<file path="src/rtl/symbol_spreading_if.sv">
// Serial whitened-bit input and parallel 32-chip word output bundle for symbol_spreading.
interface symbol_spreading_if;
  logic        spreading_in;
  logic        spreading_in_valid;
  logic [31:0] chip_out;
  logic        chip_out_valid;
  logic [3:0]  symbol_out;
  logic [8:0]  symbol_count;
  logic        frame_end;

  modport master (
    output spreading_in, spreading_in_valid,
    input  chip_out, chip_out_valid, symbol_out, symbol_count, frame_end
  );

  modport slave (
    input  spreading_in, spreading_in_valid,
    output chip_out, chip_out_valid, symbol_out, symbol_count, frame_end
  );
endinterface

</file>
<file path="src/rtl/symbol_spreading.sv">
// Packs serial bits LSB-first into 4-bit symbols and spreads each to its 32-chip O-QPSK PN word.
// Chip word strobes on the edge sampling a symbol's 4th (or flush) bit; no backpressure.
module symbol_spreading (
  input logic              clk,
  input logic              reset_n,
  symbol_spreading_if.slave bus
);

  typedef enum logic {S_IDLE, S_ACTIVE} state_t;

  localparam logic [31:0] C_SYM0    = 32'hD9C3522E;
  localparam logic [31:0] C_ODD_INV = 32'h55555555;
  localparam logic [8:0]  C_CNT_MAX = 9'h1FF;

  state_t      r_state;
  state_t      w_state_nxt;
  logic [1:0]  r_bit_cnt;
  logic [1:0]  w_bit_cnt_nxt;
  logic [3:0]  r_nibble;
  logic [3:0]  w_nibble_nxt;
  logic [3:0]  w_nibble_set;
  logic        w_emit;
  logic [3:0]  w_sym;
  logic        w_fend;
  logic        w_clr_cnt;

  logic [31:0] r_chip;
  logic        r_chip_vld;
  logic [3:0]  r_sym;
  logic [8:0]  r_sym_cnt;
  logic        r_fend;

  // Symbols 1..7 are nibble rotations of symbol 0; the upper half inverts the odd chips.
  function automatic logic [31:0] f_chip(input logic [3:0] sym);
    logic [63:0] w_dbl;
    logic [31:0] w_rot;
    w_dbl = {C_SYM0, C_SYM0} >> {sym[2:0], 2'b00};
    w_rot = w_dbl[31:0];
    return sym[3] ? (w_rot ^ C_ODD_INV) : w_rot;
  endfunction

  always_comb begin
    w_state_nxt   = r_state;
    w_bit_cnt_nxt = r_bit_cnt;
    w_nibble_nxt  = r_nibble;
    w_emit        = 1'b0;
    w_sym         = r_nibble;
    w_fend        = 1'b0;
    w_clr_cnt     = 1'b0;
    w_nibble_set  = r_nibble | ({3'b000, bus.spreading_in} << r_bit_cnt);

    case (r_state)
      S_IDLE: begin
        if (bus.spreading_in_valid) begin
          w_state_nxt   = S_ACTIVE;
          w_nibble_nxt  = {3'b000, bus.spreading_in};
          w_bit_cnt_nxt = 2'd1;
          w_clr_cnt     = 1'b1;
        end
      end
      S_ACTIVE: begin
        if (bus.spreading_in_valid) begin
          w_bit_cnt_nxt = r_bit_cnt + 2'd1;
          if (r_bit_cnt == 2'd3) begin
            w_emit       = 1'b1;
            w_sym        = w_nibble_set;
            w_nibble_nxt = 4'd0;
          end else begin
            w_nibble_nxt = w_nibble_set;
          end
        end else begin
          // Nibble is cleared after every emit, so unwritten high bits are already zero-padded.
          w_state_nxt   = S_IDLE;
          w_fend        = 1'b1;
          w_bit_cnt_nxt = 2'd0;
          w_nibble_nxt  = 4'd0;
          w_emit        = (r_bit_cnt != 2'd0);
        end
      end
      default: begin
        w_state_nxt   = S_IDLE;
        w_bit_cnt_nxt = 2'd0;
        w_nibble_nxt  = 4'd0;
      end
    endcase
  end

  always_ff @(posedge clk or negedge reset_n) begin
    if (!reset_n) begin
      r_state   <= S_IDLE;
      r_bit_cnt <= 2'd0;
      r_nibble  <= 4'd0;
    end else begin
      r_state   <= w_state_nxt;
      r_bit_cnt <= w_bit_cnt_nxt;
      r_nibble  <= w_nibble_nxt;
    end
  end

  always_ff @(posedge clk or negedge reset_n) begin
    if (!reset_n) begin
      r_chip     <= 32'd0;
      r_chip_vld <= 1'b0;
      r_sym      <= 4'd0;
      r_sym_cnt  <= 9'd0;
      r_fend     <= 1'b0;
    end else begin
      r_chip_vld <= w_emit;
      r_fend     <= w_fend;
      if (w_emit) begin
        r_sym  <= w_sym;
        r_chip <= f_chip(w_sym);
        if (r_sym_cnt != C_CNT_MAX) begin
          r_sym_cnt <= r_sym_cnt + 9'd1;
        end
      end else if (w_clr_cnt) begin
        r_sym_cnt <= 9'd0;
      end
    end
  end

  assign bus.chip_out       = r_chip;
  assign bus.chip_out_valid = r_chip_vld;
  assign bus.symbol_out     = r_sym;
  assign bus.symbol_count   = r_sym_cnt;
  assign bus.frame_end      = r_fend;

endmodule
</file>
<file path="src/flat_wrapper.sv">
// flat-port wrapper written by rule: the top's interface ports become plain ports
module symbol_spreading_flat 
  (clk, reset_n, bus_spreading_in, bus_spreading_in_valid, bus_chip_out, bus_chip_out_valid, bus_symbol_out, bus_symbol_count, bus_frame_end);
  symbol_spreading_if bus_i ();
  input logic clk;
  input logic reset_n;
  input wire logic [$bits(bus_i.spreading_in)-1:0] bus_spreading_in;
  input wire logic [$bits(bus_i.spreading_in_valid)-1:0] bus_spreading_in_valid;
  output wire logic [$bits(bus_i.chip_out)-1:0] bus_chip_out;
  output wire logic [$bits(bus_i.chip_out_valid)-1:0] bus_chip_out_valid;
  output wire logic [$bits(bus_i.symbol_out)-1:0] bus_symbol_out;
  output wire logic [$bits(bus_i.symbol_count)-1:0] bus_symbol_count;
  output wire logic [$bits(bus_i.frame_end)-1:0] bus_frame_end;
  assign bus_i.spreading_in = bus_spreading_in;
  assign bus_i.spreading_in_valid = bus_spreading_in_valid;
  assign bus_chip_out = bus_i.chip_out;
  assign bus_chip_out_valid = bus_i.chip_out_valid;
  assign bus_symbol_out = bus_i.symbol_out;
  assign bus_symbol_count = bus_i.symbol_count;
  assign bus_frame_end = bus_i.frame_end;
  symbol_spreading u_core (.clk(clk), .reset_n(reset_n), .bus(bus_i));
endmodule
</file>
<file path="config.mk">
export PLATFORM = sky130hd
export DESIGN_NAME = symbol_spreading_flat
export DESIGN_NICKNAME = d
export VERILOG_FILES = /design/src/rtl/symbol_spreading_if.sv /design/src/rtl/symbol_spreading.sv /design/src/flat_wrapper.sv
export SDC_FILE = /design/constraint.sdc
export NUM_CORES = 1
export LEC_CHECK = 0
export CORE_UTILIZATION = 57
export DETAILED_ROUTE_END_ITERATION = 12
export DONT_BUFFER_PORTS = 1
export HOLD_SLACK_MARGIN = 0.08
export PLACE_DENSITY = 0.75
export SKIP_CTS_REPAIR_TIMING = 1
export SLEW_MARGIN = 25
export SYNTH_ARGS = -nofsm -noshare
export SYNTH_HDL_FRONTEND = slang
export SYNTH_SLANG_ARGS = --single-unit
</file>
<file path="constraint.sdc">
create_clock -name clk -period 6.5 [get_ports clk]
set_clock_uncertainty 0.15 [all_clocks]
set_input_delay 1.3 -clock clk [delete_from_list [all_inputs] [get_ports clk]]
set_output_delay 1.3 -clock clk [all_outputs]
set_load 0.005 [all_outputs]
</file>
; Word level (Yosys, flattened, before mapping)
; Cells that the tools add are included.
[op_classes]
add_sub_neg = 2
n_eq_ne = 4
shift = 2
muxes = 21
n_bitwise = 3
reduce_logical = 3
[ops]
columns = op, n
row1 = 64-bit by 5-bit >> shifter with 32-bit output (first input constant), 1
row2 = 31-bit two-way mux, 1
row3 = 9-bit two-way mux, 3
row4 = 4-bit two-way mux, 6
row5 = 16-bit NOT, 1
row6 = 9-bit by 1-bit adder with 9-bit output (second input constant), 1
row7 = 9-bit inequality test (second input constant), 1
row8 = 4-bit one-hot mux with 2 select lines, 1
row9 = 1-bit two-way mux, 7
row10 = 2-bit two-way mux, 2
row11 = 2-bit inequality test (second input constant), 2
row12 = 4-bit bitwise OR, 1
row13 = 2-bit one-hot mux with 2 select lines, 1
row14 = 2-bit nonzero test, 2
row15 = 1-bit by 2-bit left shift with 4-bit output, 1
row16 = 2-bit by 1-bit adder with 2-bit output (second input constant), 1
row17 = 2-bit == test (second input constant), 1
row18 = 2-bit AND reduction, 1
row19 = 1-bit NOT, 1
[totals]
reg_bits = 54
in_bits = 4
out_inout_bits = 47
elab_cells = 43

; Longest topological paths before layout
; Gate-level depths: netlist of run 1.
[depth]
ltp_word = 8
depth_mapped = 10
mapped_depth_nobuf = 8

; Worst setup path after synthesis of run 1
; Ideal clock, no wire load.
[synth_timing]
path_type = input-to-reg
start = in bus_spreading_in_valid
end = reg u_core.r_chip[20] (netlist: u_core.bus.chip_out[20])
setup_ns = 0.126
arrival_time_ns = 2.828
t_required_ns = 6.224
slack_ns = 3.396
stages = 6
n_path_buf = 1
path_cell_list = and4b_4 > a31oi_4 > buf_2 > ha_1 > mux2_4 > a221o_1
[synth_between]
elab_chain_cells = 5
elab_cells_between_ends = 7
classes_between = shift: 1 / mux: 5 / bitwise: 1
[synth_lines]
columns = item, line
row1 = from (decl), flat_wrapper.sv:8  ; input wire logic [$bits(bus_i.spreading_in_valid)-1:0] bus_spreading_in_valid;
row2 = 4-bit two-way mux, symbol_spreading.sv:62  ; if (bus.spreading_in_valid) begin
row3 = 4-bit two-way mux, symbol_spreading.sv:52  ; case (r_state)
row4 = 64-bit by 5-bit >> shifter with 32-bit output, symbol_spreading.sv:37  ; w_dbl = {C_SYM0, C_SYM0} >> {sym[2:0], 2'b00};
row5 = 16-bit NOT (no line), n/a
row6 = 31-bit two-way mux, symbol_spreading.sv:39  ; return sym[3] ? (w_rot ^ C_ODD_INV) : w_rot;
row7 = to (signal assigned), symbol_spreading.sv:112  ; r_chip <= f_chip(w_sym);
row8 = to (decl), symbol_spreading.sv:27  ; logic [31:0] r_chip;
; Several ways; a longest one is shown, not always the timed one.
; A chain may end at the register's enable or synchronous reset.

; Worst setup path after layout of run 1
[layout_timing]
start = in bus_spreading_in_valid
end = reg u_core.r_chip[26] (netlist: u_core.bus.chip_out[26])
; The elaborated chain is that of the path after synthesis.

==> results_tabular.tex, run 1 <==
\begin{tabular}{lr}
\hline
Metric & Value \\
\hline
\multicolumn{2}{l}{\textbf{Setup path}} \\
Critical R2R Launch & u\_core.r\_bit\_cnt[0]\$\_DFFE\_PN0P\_ \\
Startpoint class of the critical path & primary input \\
Cells along the critical path & and4b\_4 -> a31oi\_4 -> ha\_1 -> mux2\_4 -> a221o\_1 \\
Endpoint required time on the critical path & 6.53 ns \\
Critical path data arrival time & approximately 3.0 ns \\
Gate family responsible for the most delay along the worst path & compound AO/OA/AOI/OAI gates \\
Critical Path Sink Type & flip-flop \\
Stage delay of the slowest cell on the critical path & 0.46 ns \\
Number of cells on the worst reg-to-reg path & 6 \\
CP max stage cell & sky130\_fd\_sc\_hd\_\_a31oi\_4 \\
CP Class & primary input to flip-flop \\
Critical path buffer and inverter count & 0 \\
Number of stages on the worst setup path & 5 \\
Register-to-register path setup slack & 3.58 ns \\
Maximum fanout along the worst path & 16 \\
FF-to-FF End & u\_core.bus.chip\_out[26]\$\_DFFE\_PN0P\_ \\
\multicolumn{2}{l}{\textbf{Min path}} \\
Hold depth & 2 \\
Worst min path class & flip-flop to flip-flop \\
Min-delay src & u\_core.bus.chip\_out[21]\$\_DFFE\_PN0P\_ \\
Destination of the worst hold path & u\_core.bus.chip\_out[21]\$\_DFFE\_PN0P\_ \\
\multicolumn{2}{l}{\textbf{Finish}} \\
Ratio of cells with drive above 1 in the final layout & 0.0863 \\
Most used cells in the layout excluding fill and tap cells & sky130\_fd\_sc\_hd\_\_dfrtp\_1, sky130\_fd\_sc\_hd\_\_nand2\_1, sky130\_fd\_sc\_hd\_\_nor2\_1 \\
Count of fill cells added during filler insertion & between 300 and 400 \\
Final net count & $\sim$270 \\
Number of diodes & 0 \\
Area grow syn2layout & 1.69\% \\
Most common library cell in the layout ignoring fill and taps & sky130\_fd\_sc\_hd\_\_dfrtp\_1 \\
\multicolumn{2}{l}{\textbf{Floorplanning}} \\
Area of the placeable core & between 4000 and 5000 µm² \\
DIE AREA & between 4000 and 5000 µm² \\
Boundary pin count & 51 \\
Die Height & between 70 and 80 µm \\
Initial core utilization & 0.605 \\
Number of rows created at floorplan & 24 \\
Die X & a little over 70 µm \\
\multicolumn{2}{l}{\textbf{Power and ir drop}} \\
Clock power frac & 0.217 \\
Max IR drop VDD & between 100 and 150 µV \\
P\_sw & 0.249 mW \\
Total power density per cell area & around 300 nW/µm² \\
Sequential Power Share & 0.589 \\
Leakage power figure & around 1.3 nW \\
Switching share of power & 0.311 \\
Logic pwr share & 0.194 \\
Internal & 0.553 mW \\
\multicolumn{2}{l}{\textbf{Logic synthesis}} \\
Warning count from the yosys run & 0 \\
Area of the mapped netlist & between 2000 and 3000 µm² \\
Mapped Nets & between 200 and 300 \\
Number of enable flip-flop cells after synthesis & 0 \\
Main flop type after synthesis & sky130\_fd\_sc\_hd\_\_dfrtp\_1 \\
Register area share after synthesis & 0.497 \\
Count of cell types in the netlist & 44 \\
Share of flip-flops with an asynchronous set or reset after synthesis & 1.00 \\
Post-synthesis register bit count & 53 \\
Post-synthesis average cell area & 10.2 µm² \\
Post-synthesis instance total & about 260 \\
\multicolumn{2}{l}{\textbf{STA}} \\
Worst Slack Setup Final & between 3 and 4 ns \\
Final count of pins violating max slew & 0 \\
Final-report hold violation count & 0 \\
Worst rel slew slack & 0.378 \\
Ratio of final minimum period to clock period & 0.460 \\
Min Tclk post-route & 2.99 ns \\
Setup violators final & 0 \\
Sum of negative setup slack & 0 ns \\
Maximum clock frequency & $\sim$0.33 GHz \\
Actual transition at the worst max-transition pin & about 0.93 ns \\
Setup repair after global routing missed its margin & no \\
\multicolumn{2}{l}{\textbf{Place}} \\
Setup Slack @ Placement & about 3.2 ns \\
Port Buffers & 0 \\
Routability congestion estimate from global placement & between 0.8 and 0.9 \\
Detailed placement HPWL & about 3.5 mm \\
\multicolumn{2}{l}{\textbf{Outcome}} \\
Run status & finished clean \\
\multicolumn{2}{l}{\textbf{Global route}} \\
Total global routing overflow & 0 \\
Routing usage on met3 & 0.0722 \\
GR met1 Demand/Resource & 0.302 \\
First-pass GRT wire length & 8.63 mm \\
Largest net degree at the start of global routing & 54 \\
Number of global-route vias before repair & roughly 1700 \\
Initial antenna violation count & 0 \\
Global routing's busiest layer & met2 \\
Global-route usage over all layers & 0.220 \\
Grt met2 use & 0.331 \\
\multicolumn{2}{l}{\textbf{Clock network}} \\
Skew-Pair Late Insertion Delay & 0.29 ns \\
Cts bufs inserted & 5 \\
Root buffer selected by CTS & sky130\_fd\_sc\_hd\_\_clkbuf\_8 \\
TritonCTS clock tree & built \\
CTS H-Tree Depth & 2 \\
Sinks on the clock net & 53 \\
Clock Pin Slew Worst Setup and Hold Paths & approximately 0.080 ns \\
Maximum root-to-sink buffer count & 2 \\
\multicolumn{2}{l}{\textbf{Detailed routing}} \\
Initial DRC Count & 200 \\
DRC errors left & 0 \\
Routed WL per cell & 16.9 µm \\
Mean number of vias per cell & around 6.2 \\
Pre-Repair DR Iteration Count & 4 \\
Number of nets with antenna violations after detailed routing & 0 \\
Total wirelength of the detailed-routed design & 5.20 mm \\
Total number of vias & approximately 1900 \\
\multicolumn{2}{l}{\textbf{Flow run}} \\
Maxcap violations & 0 \\
\hline
\end{tabular}
[tightest hold or removal path: stages (launching register included)]
cell,delay [ns]
sky130_fd_sc_hd__dfrtp_1,0.37
sky130_fd_sc_hd__nand2_1,0.05
sky130_fd_sc_hd__o31ai_1,0.05
[per-layer routing]
layer,share of wire,up-vias
li1,-,911
met4,0.010,0
met5,0,-
met3,0.080,5
met1,0.46,923
met2,0.45,62
[sequential cells by signal (all words and copies together) (netlist names)]
signal and cells:
u_core.r_nibble 4, u_core.bus.frame_end 1, u_core.bus.chip_out_valid 1, u_core.bus.chip_out 31, u_core.r_bit_cnt 2, u_core.bus.symbol_out 4
u_core.r_state 1, u_core.bus.symbol_count 9
[cell families (layout without fill, tap and decap cells)]
logic type | count (synthesis) | in the layout | share of synthesized area
AO/OA/AOI/OAI | 66 | 66 | 0.182
XOR/XNOR | 8 | 8 | 0.0263
adder cells (fa/ha/maj) | 9 | 9 | 0.0422
buffers and inverters | 23 | 16 | 0.0502
flip-flops | 53 | 53 | 0.497
multiplexers | 12 | 12 | 0.0534
AND/OR/NAND/NOR | 91 | 91 | 0.149
[worst max-delay path by stage]
stage                     slack, ns                             endpoint              startpoint
after floorplan                3.40  u_core.bus.chip_out[20]$_DFFE_PN0P_  bus_spreading_in_valid
after global placement         3.21  u_core.bus.chip_out[20]$_DFFE_PN0P_  bus_spreading_in_valid
after detailed placement       3.20   u_core.bus.chip_out[8]$_DFFE_PN0P_  bus_spreading_in_valid
after CTS                      3.52  u_core.bus.chip_out[26]$_DFFE_PN0P_  bus_spreading_in_valid
after global routing           3.38   u_core.bus.chip_out[2]$_DFFE_PN0P_  bus_spreading_in_valid
final                          3.51  u_core.bus.chip_out[26]$_DFFE_PN0P_  bus_spreading_in_valid
[cells in the mapped netlist, types with 2 or more instances]
cell,number,area share
sky130_fd_sc_hd__dfrtp_1,53,0.50
sky130_fd_sc_hd__and3_1,2,0.0047
sky130_fd_sc_hd__a211oi_1,5,0.014
sky130_fd_sc_hd__o31ai_1,6,0.017
sky130_fd_sc_hd__buf_4,3,0.0084
sky130_fd_sc_hd__xnor2_1,3,0.0098
sky130_fd_sc_hd__nand2_1,38,0.053
sky130_fd_sc_hd__buf_1,2,0.0028
sky130_fd_sc_hd__o21ai_0,14,0.026
sky130_fd_sc_hd__inv_2,3,0.0042
sky130_fd_sc_hd__buf_2,5,0.0094
sky130_fd_sc_hd__ha_1,9,0.042
sky130_fd_sc_hd__mux2i_1,6,0.023
sky130_fd_sc_hd__xor2_1,5,0.016
sky130_fd_sc_hd__a221o_1,13,0.049
sky130_fd_sc_hd__a21oi_1,12,0.023
sky130_fd_sc_hd__buf_6,4,0.017
sky130_fd_sc_hd__mux2_2,2,0.0084
sky130_fd_sc_hd__nand3_1,6,0.011
sky130_fd_sc_hd__nand4_1,2,0.0047
sky130_fd_sc_hd__clkbuf_1,2,0.0028
sky130_fd_sc_hd__mux2_4,4,0.023
sky130_fd_sc_hd__nor2_1,36,0.051
sky130_fd_sc_hd__inv_1,4,0.0056
sky130_fd_sc_hd__a31oi_1,2,0.0047
sky130_fd_sc_hd__a21o_1,3,0.0084
[cell type report]
class / instances / area (µm²) / share of cell area
Sequential cell: 53 / 1330 / 0.489
Inverter: 7 / 26.3 / 0.00968
Multi-Input combinational cell: 186 / 1210 / 0.445
Timing Repair Buffer: 1 / 7.51 / 0.00277
Clock buffer: 8 / 80.1 / 0.0295
Tap cell: 52 / 65.1 / 0.0240
[per-stage QoR]
| stage | hold WS (ns) | power, mW | cell area, µm² | cells | utilization |
|---|---|---|---|---|---|
| 2_1_floorplan | 0.313 | 0.597 | 2670 | 262 | - |
| 3_3_place_gp | 0.344 | 0.627 | 2630 | 299 | 0.597 |
| 3_5_place_dp | 0.347 | 0.636 | 2630 | 299 | 0.597 |
| 4_1_cts | 0.367 | 0.809 | 2710 | 307 | 0.615 |
| 5_1_grt | 0.386 | 0.850 | 2710 | 307 | 0.615 |
| 6_report | 0.359 | 0.802 | 2710 | 307 | 0.615 |
[power by group through the flow]
stage / clock (mW) / sequential, mW / combinational, mW
finish: 0.174 / 0.472 / 0.156
global route: 0.190 / 0.483 / 0.177
CTS: 0.179 / 0.474 / 0.156
detailed placement: 0 / 0.479 / 0.157
global placement: 0 / 0.478 / 0.149
floorplan: 0 / 0.455 / 0.142
Note: power is estimated with default switching activity, not from simulation.
==> run 2, diff against run 1 <==
--- a/config.mk
+++ b/config.mk
@@ -9,7 +9,7 @@
 export DETAILED_ROUTE_END_ITERATION = 12
 export DONT_BUFFER_PORTS = 1
 export HOLD_SLACK_MARGIN = 0.08
-export PLACE_DENSITY = 0.75
+export PLACE_DENSITY = 0.78
 export SKIP_CTS_REPAIR_TIMING = 1
 export SLEW_MARGIN = 25
 export SYNTH_ARGS = -nofsm -noshare
==> constraint.sdc (replaced) <==
create_clock -name clk -period 2.6 [get_ports clk]
set_clock_uncertainty 0.15 [all_clocks]
set_input_delay 0.52 -clock clk [delete_from_list [all_inputs] [get_ports clk]]
set_output_delay 0.52 -clock clk [all_outputs]
set_load 0.005 [all_outputs]
==> results_tabular.tex, run 2 (synthesis gave the netlist of run 1 again) <==
\begin{tabular}{lr}
\hline
Metric & Value \\
\hline
\multicolumn{2}{l}{\textbf{Power and ir drop}} \\
Switching share of power & 0.317 (+0.00559) \\
Sequential Power Share & 0.567 (-0.022) \\
P\_sw & 0.651 mW (+160\%) \\
Logic pwr share & 0.215 (+0.021) \\
Clock power frac & 0.218 (about the same) \\
Internal & 1.40 mW (+150\%) \\
Power after layout & 2.05 mW (+160\%) \\
Leakage power figure & 1.32 nW (+5.7\%) \\
Total power density per cell area & 720 nW/µm² (+140\%) \\
Max IR drop VDD & 450 µV (+300\%) \\
\multicolumn{2}{l}{\textbf{Min path}} \\
Min-delay src & bus\_spreading\_in\_valid \\
Worst min path class & primary input to flip-flop \\
\multicolumn{2}{l}{\textbf{Clock network}} \\
Cts bufs inserted & 5 (unchanged) \\
Root buffer selected by CTS & sky130\_fd\_sc\_hd\_\_clkbuf\_8 \\
CTS H-Tree Depth & 2 (unchanged) \\
Skew-Pair Late Insertion Delay & 0.29 ns (about the same) \\
Sinks on the clock net & 53 (unchanged) \\
Clock Pin Slew Worst Setup and Hold Paths & 0.09 ns (about the same) \\
Maximum root-to-sink buffer count & 2 (unchanged) \\
TritonCTS clock tree & built \\
\multicolumn{2}{l}{\textbf{Detailed routing}} \\
Initial DRC Count & 163 (-19\%) \\
Pre-Repair DR Iteration Count & 4 (unchanged) \\
Total number of vias & 1936 (+1.8\%) \\
Number of nets with antenna violations after detailed routing & 0 (unchanged) \\
Routed WL per cell & 16.5 µm (-2.7\%) \\
Mean number of vias per cell & 6.03 (-2.6\%) \\
DRC errors left & 0 (unchanged) \\
Total wirelength of the detailed-routed design & 5.29 mm (+1.7\%) \\
\multicolumn{2}{l}{\textbf{Finish}} \\
Most used cells in the layout excluding fill and tap cells & sky130\_fd\_sc\_hd\_\_dfrtp\_1, sky130\_fd\_sc\_hd\_\_nand2\_1, sky130\_fd\_sc\_hd\_\_nor2\_1 \\
Number of diodes & 0 (unchanged) \\
Utilization of the core after routing & 0.646 (+0.0312) \\
Area grow syn2layout & 6.84\% \\
Count of fill cells added during filler insertion & 352 (-4.9\%) \\
Non-filler cells, final & 321 (+4.6\%) \\
Number of flip-flops in the largest register & 31 (unchanged) \\
Ratio of cells with drive above 1 in the final layout & 0.134 (+0.0476) \\
Final net count & 281 (+5.2\%) \\
Post-route standard cell area excluding fillers & 2850 µm² (+5.1\%) \\
Most common library cell in the layout ignoring fill and taps & sky130\_fd\_sc\_hd\_\_dfrtp\_1 \\
\multicolumn{2}{l}{\textbf{Place}} \\
Post-detailed-placement cell area & 2720 µm² (+3.1\%) \\
Number of cells after detailed placement & 310 (+3.7\%) \\
Detailed placement HPWL & 3.69 mm (+6.0\%) \\
Setup Slack @ Placement & 0.168 ns (-3.03 ns) \\
Port Buffers & 0 (unchanged) \\
Routability congestion estimate from global placement & 0.889 (+8.3\%) \\
\multicolumn{2}{l}{\textbf{STA}} \\
Actual transition at the worst max-transition pin & 0.486 ns (-0.443 ns) \\
Min Tclk post-route & approximately 2.5 ns \\
Final count of pins violating max slew & 0 (unchanged) \\
Worst Slack Setup Final & 0.150 ns (-3.36 ns) \\
Setup repair after global routing missed its margin & no \\
Worst rel slew slack & 0.675 (+0.297) \\
Final-report hold violation count & 0 (unchanged) \\
Ratio of final minimum period to clock period & 0.942 \\
Maximum clock frequency & 0.408 GHz \\
Sum of negative setup slack & 0 ns (unchanged) \\
Setup violators final & 0 (unchanged) \\
Worst slack on hold paths & 0.127 ns (-0.232 ns) \\
\multicolumn{2}{l}{\textbf{Floorplanning}} \\
Die X & 70.4 µm (unchanged) \\
Initial core utilization & 0.605 (unchanged) \\
Die Height & 70.4 µm (unchanged) \\
Number of rows created at floorplan & 24 (unchanged) \\
DIE AREA & 4960 µm² (unchanged) \\
Boundary pin count & 51 (unchanged) \\
Area of the placeable core & 4410 µm² (unchanged) \\
\multicolumn{2}{l}{\textbf{Global route}} \\
Largest net degree at the start of global routing & 54 (unchanged) \\
Total global routing overflow & 0 (unchanged) \\
Initial antenna violation count & 0 (unchanged) \\
Global-route usage over all layers & 0.228 (+0.00742) \\
First-pass GRT wire length & 9.08 mm (+5.3\%) \\
Number of global-route vias before repair & 1864 (+7.1\%) \\
\multicolumn{2}{l}{\textbf{Setup path}} \\
Critical path data arrival time & 2.48 ns (-0.55 ns) \\
CP Class & flip-flop to flip-flop \\
Maximum fanout along the worst path & 8 (-8) \\
Startpoint class of the critical path & flip-flop \\
Endpoint required time on the critical path & 2.63 ns (-3.90 ns) \\
Critical Path Sink Type & flip-flop \\
Critical R2R Launch & u\_core.r\_bit\_cnt[1]\$\_DFFE\_PN0P\_ \\
Register-to-register path setup slack & 0.15 ns (-3.43 ns) \\
Crit path launch & u\_core.r\_bit\_cnt[1]\$\_DFFE\_PN0P\_ \\
\multicolumn{2}{l}{\textbf{Flow run}} \\
Maxcap violations & 0 (unchanged) \\
\multicolumn{2}{l}{\textbf{Outcome}} \\
Run status & finished clean \\
\hline
\end{tabular}
==> run 2: cell count changes in the layout (fill, tap and decap cells not counted), sizes merged <==
cell	delta
dlygate4sd3	+2
buf	+12
clkbuf	-2
clkinvlp	+2
==> run 2: worst max-delay path, cell delays in order (launching register included) <==
cell and delay (ns):
sky130_fd_sc_hd__dfrtp_1 0.46, sky130_fd_sc_hd__ha_1 0.27, sky130_fd_sc_hd__and4b_4 0.24, sky130_fd_sc_hd__a21o_2 0.20, sky130_fd_sc_hd__ha_1 0.38, sky130_fd_sc_hd__mux2_4 0.31, sky130_fd_sc_hd__a221o_1 0.32
==> run 2: final timing paths <==
kind	to	cells past startpoint
worst max-delay path	u_core.bus.chip_out[8]$_DFFE_PN0P_	6
worst max register to register	u_core.bus.chip_out[8]$_DFFE_PN0P_	6
max in group asynchronous	u_core.bus.chip_out[3]$_DFFE_PN0P_	2
worst min-delay path	u_core.bus.frame_end$_DFF_PN0_	1
min in group asynchronous	u_core.bus.frame_end$_DFF_PN0_	2
worst min register to register	u_core.bus.chip_out[31]$_DFFE_PN0P_	2
==> run 2: power groups by stage <==
stage	Clock (mW)	Sequential [mW]	Combinational [mW]
floorplan	0	1.14	0.355
global placement	0	1.18	0.405
detailed placement	0	1.19	0.421
CTS	0.463	1.17	0.422
global route	0.488	1.19	0.505
finish	0.448	1.16	0.442
==> run 2: routing by layer <==
layer / global-route usage / part of all wire / vias up
met2: 0.358 / 0.48 / 37
met4: 0.0511 / 0.0053 / 0
met1: 0.321 / 0.47 / 961
li1: - / - / 934
met3: 0.0548 / 0.043 / 4
met5: 0 / 0 / -
==> run 2: area by class of cell <==
type / instances / area, µm² / share of cell area
Timing Repair Buffer: 15 / 138 / 0.0483
Sequential cell: 53 / 1330 / 0.465
Multi-Input combinational cell: 186 / 1210 / 0.424
Inverter: 7 / 26.3 / 0.00921
Clock buffer: 6 / 72.6 / 0.0254
Clock inverter: 2 / 15.0 / 0.00527
Tap cell: 52 / 65.1 / 0.0228
